`config.mk`:
```
export PLATFORM = sky130hd
export DESIGN_NAME = axi_rd_subordinate
export DESIGN_NICKNAME = d
export VERILOG_FILES = /design/src/rtl/axi_pkg.sv /design/src/rtl/axi_rd_skid_buf.sv /design/src/rtl/axi_rd_subordinate.sv
export SDC_FILE = /design/constraint.sdc
export NUM_CORES = 1
export LEC_CHECK = 0
export CELL_PAD_IN_SITES_DETAIL_PLACEMENT = 0
export CELL_PAD_IN_SITES_GLOBAL_PLACEMENT = 1
export CORE_ASPECT_RATIO = 1.25
export CORE_MARGIN = 4
export CORE_UTILIZATION = 40
export CTS_CLUSTER_SIZE = 30
export DETAILED_ROUTE_END_ITERATION = 8
export GPL_TIMING_DRIVEN = 0
export PLACE_DENSITY_LB_ADDON = 0.1
export SLEW_MARGIN = 20
export SYNTH_ARGS = -nofsm -noshare
export SYNTH_HDL_FRONTEND = slang
export SYNTH_HIERARCHICAL = 1
export SYNTH_SLANG_ARGS = --single-unit
```
`constraint.sdc`:
```
create_clock -name clk -period 4.61 [get_ports clk]
set_input_delay 1.1525 -clock clk [delete_from_list [all_inputs] [get_ports clk]]
set_output_delay 1.1525 -clock clk [all_outputs]
set_load 0.01 [all_outputs]
```
`src/rtl/axi_pkg.sv`:
```
// ---------------------------------------------------------------------------
// axi_pkg
// Shared AXI4 types and helpers used by the read-channel subordinate.
//   AxiSize_t / AxiBurst_t / AxiResp_t : AXI encodings
//   AXI_BURST_RSVD                     : reserved burst encoding
//   axiSize2bytes(size)                : bytes per beat for an AxSIZE value
//   axiAccepted(valid, ready)          : channel handshake
//   axiWrapLenLegal(len)               : WRAP bursts need 2/4/8/16 beats
//   axiNextAddr(addr,size,len,burst)   : address of the following beat
// Addresses are handled at 64 bits here; callers cast to their own width,
// which also gives the modulo-2^ADDR_W wrap for INCR bursts.
// ---------------------------------------------------------------------------
package axi_pkg;

    typedef enum logic [2:0] {
        SIZE_1   = 3'd0,
        SIZE_2   = 3'd1,
        SIZE_4   = 3'd2,
        SIZE_8   = 3'd3,
        SIZE_16  = 3'd4,
        SIZE_32  = 3'd5,
        SIZE_64  = 3'd6,
        SIZE_128 = 3'd7
    } AxiSize_t;

    typedef enum logic [1:0] {
        BURST_FIXED = 2'd0,
        BURST_INCR  = 2'd1,
        BURST_WRAP  = 2'd2
    } AxiBurst_t;

    typedef enum logic [1:0] {
        RESP_OKAY   = 2'd0,
        RESP_EXOKAY = 2'd1,
        RESP_SLVERR = 2'd2,
        RESP_DECERR = 2'd3
    } AxiResp_t;

    localparam logic [1:0] AXI_BURST_RSVD = 2'd3;

    function automatic logic [7:0] axiSize2bytes(input AxiSize_t size);
        return 8'd1 << size;
    endfunction

    function automatic logic axiAccepted(input logic valid, input logic ready);
        return valid & ready;
    endfunction

    function automatic logic axiWrapLenLegal(input logic [7:0] len);
        return (len == 8'd1) || (len == 8'd3) || (len == 8'd7) || (len == 8'd15);
    endfunction

    // INCR aligns down to the beat size before stepping, so an unaligned
    // first beat is followed by aligned beats.
    function automatic logic [63:0] axiNextAddr(input logic [63:0] addr,
                                                input AxiSize_t    size,
                                                input logic [7:0]  len,
                                                input logic [1:0]  burst);
        logic [63:0] step;
        logic [63:0] wrap_mask;
        step      = 64'(axiSize2bytes(size));
        wrap_mask = ((64'(len) + 64'd1) << size) - 64'd1;
        case (burst)
            BURST_INCR: axiNextAddr = (addr & ~(step - 64'd1)) + step;
            BURST_WRAP: axiNextAddr = (addr & ~wrap_mask) | ((addr + step) & wrap_mask);
            default:    axiNextAddr = addr;
        endcase
    endfunction

endpackage

```
`src/rtl/axi_rd_skid_buf.sv`:
```
// ---------------------------------------------------------------------------
// axi_rd_skid_buf
// Two-entry FIFO between the memory return path and the R channel.
//   clk, rst      : clock, asynchronous active-high reset
//   i_push        : write i_push_data this cycle (caller guarantees space,
//                   or a simultaneous pop when full)
//   o_valid       : head entry present
//   i_ready       : consumer accepts the head entry
//   o_data        : head entry
//   o_count       : number of stored entries (0..2)
// ---------------------------------------------------------------------------
module axi_rd_skid_buf #(
    parameter int PAYLOAD_W = 8
) (
    input  logic                 clk,
    input  logic                 rst,
    input  logic                 i_push,
    input  logic [PAYLOAD_W-1:0] i_push_data,
    output logic                 o_valid,
    input  logic                 i_ready,
    output logic [PAYLOAD_W-1:0] o_data,
    output logic [1:0]           o_count
);

    logic       r_wr_ptr;
    logic       r_rd_ptr;
    logic [1:0] r_count;
    logic       w_pop;

    assign o_valid = (r_count != 2'd0);
    assign w_pop   = o_valid & i_ready;
    assign o_count = r_count;

    genvar gi;
    generate
        for (gi = 0; gi < 2; gi++) begin : g_entry
            logic [PAYLOAD_W-1:0] r_data;
            always_ff @(posedge clk or posedge rst) begin
                if (rst) begin
                    r_data <= '0;
                end else if (i_push && (r_wr_ptr == 1'(gi))) begin
                    r_data <= i_push_data;
                end
            end
        end
    endgenerate

    assign o_data = r_rd_ptr ? g_entry[1].r_data : g_entry[0].r_data;

    // When full, the write pointer equals the read pointer, so a push with a
    // pop overwrites the entry leaving this cycle.
    always_ff @(posedge clk or posedge rst) begin
        if (rst) begin
            r_wr_ptr <= 1'b0;
            r_rd_ptr <= 1'b0;
            r_count  <= 2'd0;
        end else begin
            if (i_push) begin
                r_wr_ptr <= ~r_wr_ptr;
            end
            if (w_pop) begin
                r_rd_ptr <= ~r_rd_ptr;
            end
            r_count <= r_count + 2'(i_push) - 2'(w_pop);
        end
    end

endmodule

```
`src/rtl/axi_rd_subordinate.sv`:
```
// ---------------------------------------------------------------------------
// axi_rd_subordinate
// AXI4 read-channel responder in front of a synchronous-read memory port.
// One AR burst at a time; FIXED/INCR/WRAP address generation; errors are
// decided at AR capture and apply to every beat of the burst.
//   clk, rst                         : clock, asynchronous active-high reset
//   s_ar{valid,ready,addr,len,size,burst,id} : AR channel
//   s_r{valid,ready,data,resp,last,id}       : R channel
//   mem_req, mem_addr                : read strobe and beat-aligned address
//   mem_rdata                        : data, one cycle after mem_req
// Optional build macro AXI_RD_UNALIGNED_EN: accept unaligned FIXED/INCR
// start addresses (WRAP with an unaligned start stays SLVERR).
// ---------------------------------------------------------------------------
module axi_rd_subordinate
    import axi_pkg::*;
#(
    parameter int               DATA_W     = 32,
    parameter int               ADDR_W     = 32,
    parameter int               ID_W       = 4,
    parameter logic [ADDR_W-1:0] BASE_ADDR  = ADDR_W'(32'h0000_0000),
    parameter logic [ADDR_W-1:0] SPAN_BYTES = ADDR_W'(32'h0001_0000)
) (
    input  logic              clk,
    input  logic              rst,
    input  logic              s_arvalid,
    output logic              s_arready,
    input  logic [ADDR_W-1:0] s_araddr,
    input  logic [7:0]        s_arlen,
    input  logic [2:0]        s_arsize,
    input  logic [1:0]        s_arburst,
    input  logic [ID_W-1:0]   s_arid,
    output logic              s_rvalid,
    input  logic              s_rready,
    output logic [DATA_W-1:0] s_rdata,
    output logic [1:0]        s_rresp,
    output logic              s_rlast,
    output logic [ID_W-1:0]   s_rid,
    output logic              mem_req,
    output logic [ADDR_W-1:0] mem_addr,
    input  logic [DATA_W-1:0] mem_rdata
);

    localparam int               PAYLOAD_W = DATA_W + 2 + 1 + ID_W;
    localparam logic [2:0]       LANE_SIZE = 3'($clog2(DATA_W / 8));
    localparam logic [ADDR_W-1:0] LANE_MASK = ADDR_W'(DATA_W / 8 - 1);

    typedef enum logic {ST_IDLE, ST_BURST} state_t;

    state_t            r_state;
    state_t            w_state_next;
    logic              r_arready;
    logic [ADDR_W-1:0] r_addr;
    logic [7:0]        r_len;
    AxiSize_t          r_size;
    logic [1:0]        r_burst;
    logic [ID_W-1:0]   r_id;
    AxiResp_t          r_resp;
    logic [7:0]        r_issue_idx;
    logic              r_issue_done;
    logic              r_inflight;
    logic              r_inflight_last;

    logic              w_ar_hs;
    logic              w_r_hs;
    logic [1:0]        w_buf_count;
    logic [2:0]        w_occupancy;
    logic              w_issue;
    logic              w_issue_last;
    logic              w_is_err;
    logic              w_err_push;
    logic              w_push;
    logic [PAYLOAD_W-1:0] w_push_data;
    logic [PAYLOAD_W-1:0] w_head;
    logic [ADDR_W-1:0] w_addr_next;

    logic [ADDR_W-1:0] w_ar_off;
    logic [ADDR_W-1:0] w_size_mask;
    logic              w_ar_wrap;
    logic              w_dec_err;
    logic              w_slv_err;
    logic              w_align_err;
    AxiResp_t          w_ar_resp;

    // ---------------- AR decode ----------------
    assign w_ar_off    = s_araddr - BASE_ADDR;
    assign w_dec_err   = (s_araddr < BASE_ADDR) || (w_ar_off >= SPAN_BYTES);
    assign w_size_mask = ADDR_W'(axiSize2bytes(AxiSize_t'(s_arsize))) - ADDR_W'(1);
    assign w_ar_wrap   = (s_arburst == BURST_WRAP);

`ifdef AXI_RD_UNALIGNED_EN
    assign w_align_err = ((s_araddr & w_size_mask) != '0) && w_ar_wrap;
`else
    assign w_align_err = ((s_araddr & w_size_mask) != '0);
`endif

    assign w_slv_err = (s_arsize > LANE_SIZE)
                    || (w_ar_wrap && !axiWrapLenLegal(s_arlen))
                    || (s_arburst == AXI_BURST_RSVD)
                    || w_align_err;

    // Decode error takes priority over protocol errors.
    always_comb begin
        w_ar_resp = RESP_OKAY;
        if (w_slv_err) begin
            w_ar_resp = RESP_SLVERR;
        end
        if (w_dec_err) begin
            w_ar_resp = RESP_DECERR;
        end
    end

    // ---------------- handshakes / beat issue ----------------
    assign s_arready = r_arready;
    assign w_ar_hs   = axiAccepted(s_arvalid, r_arready);
    assign w_r_hs    = axiAccepted(s_rvalid, s_rready);

    // Buffered + in-flight beats after this cycle's pop must leave room.
    assign w_occupancy  = 3'(w_buf_count) + 3'(r_inflight) - 3'(w_r_hs);
    assign w_issue      = (r_state == ST_BURST) && !r_issue_done && (w_occupancy < 3'd2);
    assign w_issue_last = (r_issue_idx == r_len);
    assign w_is_err     = (r_resp != RESP_OKAY);

    assign mem_req  = w_issue && !w_is_err;
    assign mem_addr = r_addr & ~LANE_MASK;

    // Error beats skip the memory and enter the buffer straight away.
    assign w_err_push = w_issue && w_is_err;
    assign w_push     = r_inflight | w_err_push;
    assign w_push_data = r_inflight
        ? {mem_rdata, RESP_OKAY, r_inflight_last, r_id}
        : {{DATA_W{1'b0}}, r_resp, w_issue_last, r_id};

    assign w_addr_next = ADDR_W'(axiNextAddr(64'(r_addr), r_size, r_len, r_burst));

    // ---------------- FSM ----------------
    always_comb begin
        w_state_next = r_state;
        case (r_state)
            ST_IDLE:  if (w_ar_hs) w_state_next = ST_BURST;
            ST_BURST: if (w_r_hs && s_rlast) w_state_next = ST_IDLE;
            default:  w_state_next = ST_IDLE;
        endcase
    end

    always_ff @(posedge clk or posedge rst) begin
        if (rst) begin
            r_state         <= ST_IDLE;
            r_arready       <= 1'b0;
            r_addr          <= '0;
            r_len           <= 8'd0;
            r_size          <= SIZE_1;
            r_burst         <= 2'd0;
            r_id            <= '0;
            r_resp          <= RESP_OKAY;
            r_issue_idx     <= 8'd0;
            r_issue_done    <= 1'b1;
            r_inflight      <= 1'b0;
            r_inflight_last <= 1'b0;
        end else begin
            r_state         <= w_state_next;
            r_arready       <= (w_state_next == ST_IDLE);
            r_inflight      <= mem_req;
            r_inflight_last <= w_issue_last;
            if (w_ar_hs) begin
                r_addr       <= s_araddr;
                r_len        <= s_arlen;
                r_size       <= AxiSize_t'(s_arsize);
                r_burst      <= s_arburst;
                r_id         <= s_arid;
                r_resp       <= w_ar_resp;
                r_issue_idx  <= 8'd0;
                r_issue_done <= 1'b0;
            end else if (w_issue) begin
                r_addr <= w_addr_next;
                if (w_issue_last) begin
                    r_issue_done <= 1'b1;
                end else begin
                    r_issue_idx <= r_issue_idx + 8'd1;
                end
            end
        end
    end

    // ---------------- output buffer ----------------
    axi_rd_skid_buf #(
        .PAYLOAD_W (PAYLOAD_W)
    ) u_skid (
        .clk         (clk),
        .rst         (rst),
        .i_push      (w_push),
        .i_push_data (w_push_data),
        .o_valid     (s_rvalid),
        .i_ready     (s_rready),
        .o_data      (w_head),
        .o_count     (w_buf_count)
    );

    assign {s_rdata, s_rresp, s_rlast, s_rid} = w_head;

endmodule

```
==> flow_summary.html, run 1 <==
<table>
<tr><th>Metric</th><th>Value</th></tr>
<tr><th colspan="2">Status</th></tr>
<tr><td>Outcome</td><td>finished clean</td></tr>
<tr><th colspan="2">STA</th></tr>
<tr><td>Hold violation count in the final report</td><td>0</td></tr>
<tr><td>Least-Margin Pin Slew</td><td>888.2 ps</td></tr>
<tr><td>Tcrit/Tclk final</td><td>96.96%</td></tr>
<tr><td>Final setup slack of the worst path</td><td>140.1 ps</td></tr>
<tr><td>RSZ-0062 raised after global routing</td><td>no</td></tr>
<tr><td>Number of failing setup endpoints in the final timing report</td><td>0</td></tr>
<tr><td>Period minus WS final</td><td>4470 ps</td></tr>
<tr><td>Highest Clock Rate</td><td>223.7 MHz</td></tr>
<tr><td>Layout Skew</td><td>18.17 ps</td></tr>
<tr><td>Hold Worst Slack</td><td>486.6 ps</td></tr>
<tr><td>Headroom to the max-slew limit</td><td>40.79%</td></tr>
<tr><td>Slew Viols, Final</td><td>0</td></tr>
<tr><th colspan="2">Worst setup path</th></tr>
<tr><td>Required time of the worst setup path</td><td>3460 ps</td></tr>
<tr><td>Delay of the slowest cell on the worst path</td><td>480 ps</td></tr>
<tr><td>Element type at the critical path start</td><td>input pin</td></tr>
<tr><td>Crit Path Category</td><td>input pin to primary output</td></tr>
<tr><td>Arrival time of the worst setup path</td><td>3320 ps</td></tr>
<tr><td>CP delay by family, top</td><td>simple AND/OR/NAND/NOR gates</td></tr>
<tr><td>WP buf/inv</td><td>2</td></tr>
<tr><td>Worst Setup End Kind</td><td>primary output</td></tr>
<tr><td>Cell type of the slowest stage on the worst timing path</td><td>sky130_fd_sc_hd__clkdlybuf4s50_1</td></tr>
<tr><td>Largest fanout on the critical path</td><td>2</td></tr>
<tr><td>Cell-by-cell trace of the critical path</td><td>clkdlybuf4s50_1 &gt; and2_1 &gt; ha_1 &gt; nand2b_1 &gt; fa_1 &gt; xnor2_1 &gt; nand4b_1 &gt; nor3_2 &gt; buf_2</td></tr>
<tr><th colspan="2">Clocking</th></tr>
<tr><td>H-Tree Depth</td><td>4</td></tr>
<tr><td>Clock buffer count from CTS</td><td>17</td></tr>
<tr><td>Count of clock tree sinks</td><td>146</td></tr>
<tr><td>Register clock-pin slew on the reported worst setup and hold paths</td><td>70 ps</td></tr>
<tr><td>TritonCTS clock tree</td><td>yes</td></tr>
<tr><td>Clock network latency to the later pin of the worst-skew pair</td><td>430 ps</td></tr>
<tr><td>Max Buffers Root-to-Sink</td><td>2</td></tr>
<tr><td>Cell chosen for the clock root</td><td>sky130_fd_sc_hd__clkbuf_16</td></tr>
<tr><th colspan="2">Floorplan</th></tr>
<tr><td>Number of rows created at floorplan</td><td>65</td></tr>
<tr><td>Io pins</td><td>159</td></tr>
<tr><td>Initial core utilization</td><td>40.70%</td></tr>
<tr><td>Core region area</td><td>0.02529 sq mm</td></tr>
<tr><td>Die height</td><td>187.4 um</td></tr>
<tr><td>DIE AREA</td><td>0.02838 sq mm</td></tr>
<tr><td>Horizontal extent of the die</td><td>151.5 um</td></tr>
<tr><th colspan="2">Logic synthesis</th></tr>
<tr><td>EDFF count, synth</td><td>0</td></tr>
<tr><td>Synth top area cells</td><td>sky130_fd_sc_hd__dfrtp_1 35%, sky130_fd_sc_hd__mux2_2 12%, sky130_fd_sc_hd__nand2_1 3.7%, sky130_fd_sc_hd__nor2_1 3.2%, sky130_fd_sc_hd__xnor2_1 3.1%</td></tr>
<tr><td>Most repeated cell in the gate-level netlist after synthesis</td><td>sky130_fd_sc_hd__dfrtp_1</td></tr>
<tr><td>Top cell types by occurrence after synthesis</td><td>145 x sky130_fd_sc_hd__dfrtp_1, 107 x sky130_fd_sc_hd__mux2_2, 102 x sky130_fd_sc_hd__nand2_1</td></tr>
<tr><td>Cell type contributing the most total cell area after synthesis</td><td>sky130_fd_sc_hd__dfrtp_1</td></tr>
<tr><td>Yosys top cell area share</td><td>35.25%</td></tr>
<tr><td>Fraction of the yosys area taken by sequential cells</td><td>35.51%</td></tr>
<tr><td>Cell area after technology mapping</td><td>0.01029 sq mm</td></tr>
<tr><td>Count of cell types in the netlist</td><td>89</td></tr>
<tr><td>Synthesized area divided by synthesized cell count</td><td>9.142 sq um</td></tr>
<tr><td>Synth Register Bits</td><td>146</td></tr>
<tr><td>Yosys warnings</td><td>6</td></tr>
<tr><td>Synth async-reset ratio</td><td>100.0%</td></tr>
<tr><td>Flip-flop cell with the highest count after synthesis</td><td>sky130_fd_sc_hd__dfrtp_1</td></tr>
<tr><td>Post-synthesis instance total</td><td>1126</td></tr>
<tr><th colspan="2">Drt</th></tr>
<tr><td>Wire length on met1</td><td>13860 um</td></tr>
<tr><td>Post-detailed-route DRC marker count</td><td>0</td></tr>
<tr><td>Routed length on met2</td><td>16500 um</td></tr>
<tr><td>WL/cell</td><td>20.22 um</td></tr>
<tr><td>Uppermost metal layer occupied by signal nets</td><td>met5</td></tr>
<tr><td>Antenna violation net count after detailed routing</td><td>0</td></tr>
<tr><td>First-pass iteration count of the detailed router</td><td>5</td></tr>
<tr><td>Total Routed Length</td><td>33380 um</td></tr>
<tr><td>Vias per std cell</td><td>5.664</td></tr>
<tr><td>Via count</td><td>9351</td></tr>
<tr><td>Routed met3 length</td><td>1601 um</td></tr>
<tr><td>Starting DRC count in detailed routing</td><td>648</td></tr>
<tr><th colspan="2">Hold path</th></tr>
<tr><td>Worst min-delay path class</td><td>flop to flop</td></tr>
<tr><th colspan="2">Job</th></tr>
<tr><td>Max-cap violations</td><td>0</td></tr>
<tr><th colspan="2">GRT</th></tr>
<tr><td>Number of global-route vias before repair</td><td>9548</td></tr>
<tr><td>Largest net degree at the start of global routing</td><td>49</td></tr>
<tr><td>Global-route wire length before repair</td><td>52650 um</td></tr>
<tr><td>Global route total overflow</td><td>0</td></tr>
<tr><td>Total global routing track utilization</td><td>23.64%</td></tr>
<tr><td>Initial antenna violation count</td><td>1</td></tr>
<tr><th colspan="2">Finish</th></tr>
<tr><td>Layout Area Growth over Synthesis</td><td>26.21%</td></tr>
<tr><td>Non-filler cells, final</td><td>1651</td></tr>
<tr><td>Final nets</td><td>1408</td></tr>
<tr><td>Proportion of layout cells with a drive suffix above 1</td><td>18.69%</td></tr>
<tr><td>Diode count</td><td>0</td></tr>
<tr><th colspan="2">Placement</th></tr>
<tr><td>Placer's final routability congestion estimate</td><td>0.9172</td></tr>
<tr><td>Post-place setup slack</td><td>-621.8 ps</td></tr>
<tr><td>Number of instances in the placed design</td><td>1620</td></tr>
<tr><td>HPWL after DPL</td><td>25070 um</td></tr>
<tr><td>Number of buffers added on ports</td><td>156</td></tr>
<tr><th colspan="2">Power</th></tr>
<tr><td>Largest vdd supply drop</td><td>0.0002856 V</td></tr>
<tr><td>Cell area power density</td><td>611.6 mW/mm^2</td></tr>
<tr><td>P_leak</td><td>5.552 nW</td></tr>
</table>
## logic make-up after synthesis
| logic type | after synthesis | share of synthesized area, % |
|---|---|---|
| AO/OA/AOI/OAI | 266 | 17.46 |
| XOR/XNOR | 52 | 4.424 |
| adder cells (fa/ha/maj) | 22 | 2.771 |
| buffers and inverters | 138 | 7.913 |
| flip-flops | 146 | 35.51 |
| multiplexers | 124 | 13.60 |
| other | 1 | 0.03643 |
| AND/OR/NAND/NOR | 377 | 18.29 |
## layout make-up
class                      count  area, sq um
clock inverter                15        185.2
fill                        2456        12300
sequential                   146         3655
multi-input combinational    843         5871
buffer                       100        676.9
clock buffer                  17        425.4
inverter                      34        132.6
tap                          335        419.2
timing repair buffer         161         1627
## what timing repair did
item / in CTS / in global routing
pin swaps: 2 / 2
endpoints found under the setup margin: 17 / 16
setup buffers: 1 / 2
resized for setup: 8 / 10
gates cloned: 0 / 0
hold endpoints to repair: 0 / 0
hold buffers: 0 / 0
## cells in the final DEF (no fill, tap or decap), types with 10 or more instances in the layout
cell type and count:
sky130_fd_sc_hd__dfrtp_1 145, sky130_fd_sc_hd__buf_2 10, sky130_fd_sc_hd__buf_4 38, sky130_fd_sc_hd__ha_1 17
sky130_fd_sc_hd__o21a_1 12, sky130_fd_sc_hd__nor3_1 25, sky130_fd_sc_hd__o21ai_0 61, sky130_fd_sc_hd__mux2_2 107
sky130_fd_sc_hd__mux2_1 10, sky130_fd_sc_hd__a21oi_1 44, sky130_fd_sc_hd__clkbuf_16 17, sky130_fd_sc_hd__xor2_1 15
sky130_fd_sc_hd__nor2_1 89, sky130_fd_sc_hd__and2_1 38, sky130_fd_sc_hd__nand2_1 102, sky130_fd_sc_hd__buf_6 19
sky130_fd_sc_hd__xnor2_1 37, sky130_fd_sc_hd__nand4_1 14, sky130_fd_sc_hd__and3_1 10, sky130_fd_sc_hd__clkbuf_1 31
sky130_fd_sc_hd__a31oi_1 20, sky130_fd_sc_hd__nand3_1 28, sky130_fd_sc_hd__o31ai_1 12, sky130_fd_sc_hd__a211oi_1 10
sky130_fd_sc_hd__clkdlybuf4s50_1 155, sky130_fd_sc_hd__inv_1 32, sky130_fd_sc_hd__nor2b_1 11
## per-layer routing
metal	track usage, %	up-vias
li1	-	4417
met1	29.69	4545
met2	40.46	316
met3	2.787	71
met4	10.26	2
met5	0	-
## stage by stage
stage	utilization [%]	power, mW	cell area, sq um	TNS, ps
2_1_floorplan	-	4.961	10300	0
3_3_place_gp	48.54	6.416	12280	-10800
3_5_place_dp	48.75	6.426	12330	-10550
4_1_cts	51.18	7.913	12950	0
5_1_grt	51.36	8.500	12990	0
6_report	51.36	7.946	12990	0
## path summary, 6_finish.rpt
| kind | from | end | slack, ps | cells past startpoint |
|---|---|---|---|---|
| max | s_rready | mem_req | 140 | 9 |
| min | u_skid/g_entry[1].r_data[32] | u_skid/g_entry[1].r_data[32] | 490 | 1 |
| min reg2reg | u_skid/g_entry[1].r_data[32] | u_skid/g_entry[1].r_data[32] | 490 | 1 |
| max reg2reg | r_size[0] | flop | 350 | 17 |
| min in group asynchronous | rst | asynchronous set/reset pin | 1170 | 2 |
| max in group asynchronous | rst | r_issue_done | 2820 | 3 |
## worst register-to-register path: stages (launching register included)
cell and delay [ps]:
sky130_fd_sc_hd__dfrtp_1 460, sky130_fd_sc_hd__clkbuf_4 270, sky130_fd_sc_hd__clkbuf_2 280, sky130_fd_sc_hd__nor3_2 210
sky130_fd_sc_hd__ha_2 270, sky130_fd_sc_hd__inv_1 60, sky130_fd_sc_hd__fa_1 420, sky130_fd_sc_hd__nand2b_1 150
sky130_fd_sc_hd__a311o_1 270, sky130_fd_sc_hd__a211oi_1 120, sky130_fd_sc_hd__o21bai_2 200, sky130_fd_sc_hd__a21oi_4 120
sky130_fd_sc_hd__or2_2 300, sky130_fd_sc_hd__clkbuf_1 210, sky130_fd_sc_hd__o21a_4 290, sky130_fd_sc_hd__o31ai_1 240
sky130_fd_sc_hd__a21oi_1 100, sky130_fd_sc_hd__a311oi_1 200
## power by group
part           internal, mW  total, mW  switching, mW
clock network         0.738       1.44          0.698
logic                  1.99       4.61           2.62
registers              1.56       1.90          0.336
total                  4.30       7.95           3.65
Note: power is estimated with default switching activity, not from simulation.
==> run 2, diff against run 1 <==
- CORE_UTILIZATION: 40 -> 35
==> run 2 against run 1 <==
Global-route usage shrank 2.6 points. Maximum frequency about the same. Worst setup slack worse by 1.1 ps. Power about the same. Cell count grew 3.4%. Sequential cell count is the same. First-iteration DRC count shrank 21%. Die area grew 14%. Clock power is essentially flat. Critical path type unchanged.
==> flow_summary.html, run 2 (synthesized netlist as in run 1, its figures left out) <==
<table>
<tr><th>Metric</th><th>Value</th></tr>
<tr><th colspan="2">Status</th></tr>
<tr><td>Outcome</td><td>finished clean</td></tr>
<tr><th colspan="2">Drt</th></tr>
<tr><td>Antenna violation net count after detailed routing</td><td>0 (unchanged)</td></tr>
<tr><td>Via count</td><td>9235 (-1.2%)</td></tr>
<tr><td>First-pass iteration count of the detailed router</td><td>5 (unchanged)</td></tr>
<tr><td>Vias per std cell</td><td>5.410 (-4.5%)</td></tr>
<tr><td>Post-detailed-route DRC marker count</td><td>0 (unchanged)</td></tr>
<tr><td>Starting DRC count in detailed routing</td><td>511 (-21%)</td></tr>
<tr><td>WL/cell</td><td>20.15 um (-0.34%)</td></tr>
<tr><td>Total Routed Length</td><td>34400 um (+3.0%)</td></tr>
<tr><th colspan="2">Worst setup path</th></tr>
<tr><td>Required time of the worst setup path</td><td>3460 ps (about the same)</td></tr>
<tr><td>WP buf/inv</td><td>2 (unchanged)</td></tr>
<tr><td>Arrival time of the worst setup path</td><td>3320 ps (about the same)</td></tr>
<tr><td>CP delay by family, top</td><td>simple AND/OR/NAND/NOR gates</td></tr>
<tr><td>Largest fanout on the critical path</td><td>2 (unchanged)</td></tr>
<tr><td>R2R depth</td><td>17 (unchanged)</td></tr>
<tr><td>R2R Setup Slk</td><td>310 ps (-40 ps)</td></tr>
<tr><td>Cell type of the slowest stage on the worst timing path</td><td>sky130_fd_sc_hd__clkdlybuf4s50_1</td></tr>
<tr><td>Delay of the slowest cell on the worst path</td><td>470 ps (about the same)</td></tr>
<tr><td>Element type at the critical path start</td><td>input pin</td></tr>
<tr><td>Origin of the critical flop-to-flop path</td><td>r_size[2]</td></tr>
<tr><td>Cell-by-cell trace of the critical path</td><td>clkdlybuf4s50_1 &gt; and2_1 &gt; ha_1 &gt; nand2b_1 &gt; fa_1 &gt; xnor2_1 &gt; nand4b_1 &gt; nor3_2 &gt; buf_2</td></tr>
<tr><td>Worst Setup End Kind</td><td>primary output</td></tr>
<tr><td>Crit Path Category</td><td>input pin to primary output</td></tr>
<tr><th colspan="2">Clocking</th></tr>
<tr><td>Max Buffers Root-to-Sink</td><td>2 (unchanged)</td></tr>
<tr><td>Cell chosen for the clock root</td><td>sky130_fd_sc_hd__clkbuf_16</td></tr>
<tr><td>Register clock-pin slew on the reported worst setup and hold paths</td><td>60 ps (about the same)</td></tr>
<tr><td>Hold buffer count at CTS</td><td>0 (unchanged)</td></tr>
<tr><td>Clock network latency to the later pin of the worst-skew pair</td><td>440 ps (about the same)</td></tr>
<tr><td>TritonCTS clock tree</td><td>yes</td></tr>
<tr><td>Count of clock tree sinks</td><td>146 (unchanged)</td></tr>
<tr><td>Clock buffer count from CTS</td><td>17 (unchanged)</td></tr>
<tr><td>H-Tree Depth</td><td>4 (unchanged)</td></tr>
<tr><th colspan="2">Finish</th></tr>
<tr><td>Proportion of layout cells with a drive suffix above 1</td><td>18.68% (about the same)</td></tr>
<tr><td>Diode count</td><td>0 (unchanged)</td></tr>
<tr><td>Design area</td><td>0.01305 sq mm (+0.42%)</td></tr>
<tr><td>Final nets</td><td>1409 (+0.071%)</td></tr>
<tr><td>Core Util, Final</td><td>45.38% (-6.0 points)</td></tr>
<tr><td>Number of fillers in the final layout</td><td>2851 (+16%)</td></tr>
<tr><td>Layout Area Growth over Synthesis</td><td>26.74%</td></tr>
<tr><td>Most common cell after layout, fill and taps aside</td><td>sky130_fd_sc_hd__clkdlybuf4s50_1</td></tr>
<tr><td>Non-filler cells, final</td><td>1707 (+3.4%)</td></tr>
<tr><td>Highest-count cells in the layout ignoring fill and taps</td><td>155 x sky130_fd_sc_hd__clkdlybuf4s50_1, 145 x sky130_fd_sc_hd__dfrtp_1, 107 x sky130_fd_sc_hd__mux2_2</td></tr>
<tr><th colspan="2">Floorplan</th></tr>
<tr><td>Number of rows created at floorplan</td><td>69 (+6.2%)</td></tr>
<tr><td>DIE AREA</td><td>0.03224 sq mm (+14%)</td></tr>
<tr><td>Horizontal extent of the die</td><td>161.4 um (+6.5%)</td></tr>
<tr><td>Initial core utilization</td><td>35.81% (-4.9 points)</td></tr>
<tr><td>Io pins</td><td>159 (unchanged)</td></tr>
<tr><td>Die height</td><td>199.7 um (+6.6%)</td></tr>
<tr><td>Core region area</td><td>0.02875 sq mm (+14%)</td></tr>
<tr><th colspan="2">Hold path</th></tr>
<tr><td>Hold Path Cell Cnt</td><td>1 (unchanged)</td></tr>
<tr><td>Worst hold path startpoint</td><td>u_skid/g_entry[1].r_data[26]</td></tr>
<tr><td>Worst min-delay path class</td><td>flop to flop</td></tr>
<tr><td>Hold-critical path endpoint</td><td>u_skid/g_entry[1].r_data[26]</td></tr>
<tr><th colspan="2">STA</th></tr>
<tr><td>Tcrit/Tclk final</td><td>96.99% (about the same)</td></tr>
<tr><td>Layout Skew</td><td>10.38 ps (-7.794 ps)</td></tr>
<tr><td>Headroom to the max-slew limit</td><td>30.22% (-11 points)</td></tr>
<tr><td>RSZ-0062 raised after global routing</td><td>no</td></tr>
<tr><td>Hold violation count in the final report</td><td>0 (unchanged)</td></tr>
<tr><td>Highest Clock Rate</td><td>223.7 MHz (about the same)</td></tr>
<tr><td>Number of failing setup endpoints in the final timing report</td><td>0 (unchanged)</td></tr>
<tr><td>Least-Margin Pin Slew</td><td>1047 ps (+158.4 ps)</td></tr>
<tr><td>Slew Viols, Final</td><td>0 (unchanged)</td></tr>
<tr><td>Period minus WS final</td><td>4471 ps (+1.145 ps)</td></tr>
<tr><th colspan="2">GRT</th></tr>
<tr><td>Global-route wire length before repair</td><td>53010 um (+0.67%)</td></tr>
<tr><td>Initial antenna violation count</td><td>0 (-1)</td></tr>
<tr><td>Total global routing track utilization</td><td>21.09% (-2.6 points)</td></tr>
<tr><td>Largest net degree at the start of global routing</td><td>51 (+4.1%)</td></tr>
<tr><td>Number of global-route vias before repair</td><td>9264 (-3.0%)</td></tr>
<tr><td>Global route total overflow</td><td>0 (unchanged)</td></tr>
<tr><th colspan="2">Placement</th></tr>
<tr><td>Number of buffers added on ports</td><td>156 (unchanged)</td></tr>
<tr><td>HPWL after DPL</td><td>25640 um (+2.3%)</td></tr>
<tr><td>Number of instances in the placed design</td><td>1675 (+3.4%)</td></tr>
<tr><td>Area post-placement</td><td>0.01240 sq mm (+0.56%)</td></tr>
<tr><td>Placer's final routability congestion estimate</td><td>0.8876 (-3.2%)</td></tr>
<tr><th colspan="2">Power</th></tr>
<tr><td>Cell area power density</td><td>609.6 mW/mm^2 (-0.34%)</td></tr>
<tr><td>P_leak</td><td>5.552 nW (about the same)</td></tr>
<tr><td>Largest vdd supply drop</td><td>0.0002596 V (-9.1%)</td></tr>
<tr><td>Power, Total</td><td>7.953 mW (about the same)</td></tr>
<tr><th colspan="2">Job</th></tr>
<tr><td>Max-cap violations</td><td>0 (unchanged)</td></tr>
</table>
## run 2: layout make-up
type                       instances  area, sq um  area share [%]
clock inverter                    15        176.4           1.352
multi-input combinational        843         5861           44.92
tap                              390        488.0           3.740
buffer                           100        674.4           5.169
timing repair buffer             162         1634           12.53
sequential                       146         3655           28.01
inverter                          34        132.6           1.017
clock buffer                      17        425.4           3.261
## run 2: metal layers
layer	up-vias	track usage [%]	share of wire (%)	routed length, um
met1	4500	26.56	43	14880
met5	-	0	0	0
li1	4404	-	-	-
met4	0	7.491	2.8	971
met3	49	2.875	4.3	1474
met2	282	37.25	50	17070
## run 2: stage by stage
| stage | setup WS, ps | setup TNS [ps] | hold slack [ps] |
|---|---|---|---|
| final | 138.9 | 0 | 490.9 |
| after global routing | 7.019 | 0 | 507.1 |
| after CTS | 2.252 | 0 | 494.0 |
| after floorplan | 740.9 | 0 | 458.2 |
| after detailed placement | -670.1 | -11410 | 478.2 |
| after global placement | -686.9 | -15130 | 468.3 |
## run 2: worst max-delay path by stage
stage	from	end	depth (start not counted)	slack, ps
final	s_rready	mem_req	9	140
after detailed placement	s_rready	flop	13	-670
after CTS	s_rready	flop	14	2
after floorplan	r_size[2]	flop	19	740
after global routing	s_rready	mem_req	9	7
after global placement	s_rready	flop	13	-690
## run 2: where the power goes
group          leakage, nW  total, mW  switching [mW]  internal, mW
Sequential            1.91       1.89           0.321          1.56
Combinational         3.35       4.65            2.66          1.99
Clock                0.294       1.41           0.644         0.770
Total                 5.55       7.95            3.63          4.33
## run 2: timing repair
item                       in CTS  in global routing
gates resized for setup         8                  8
pin swaps                       2                  2
buffers inserted                2                  2
setup endpoints to repair      18                 20
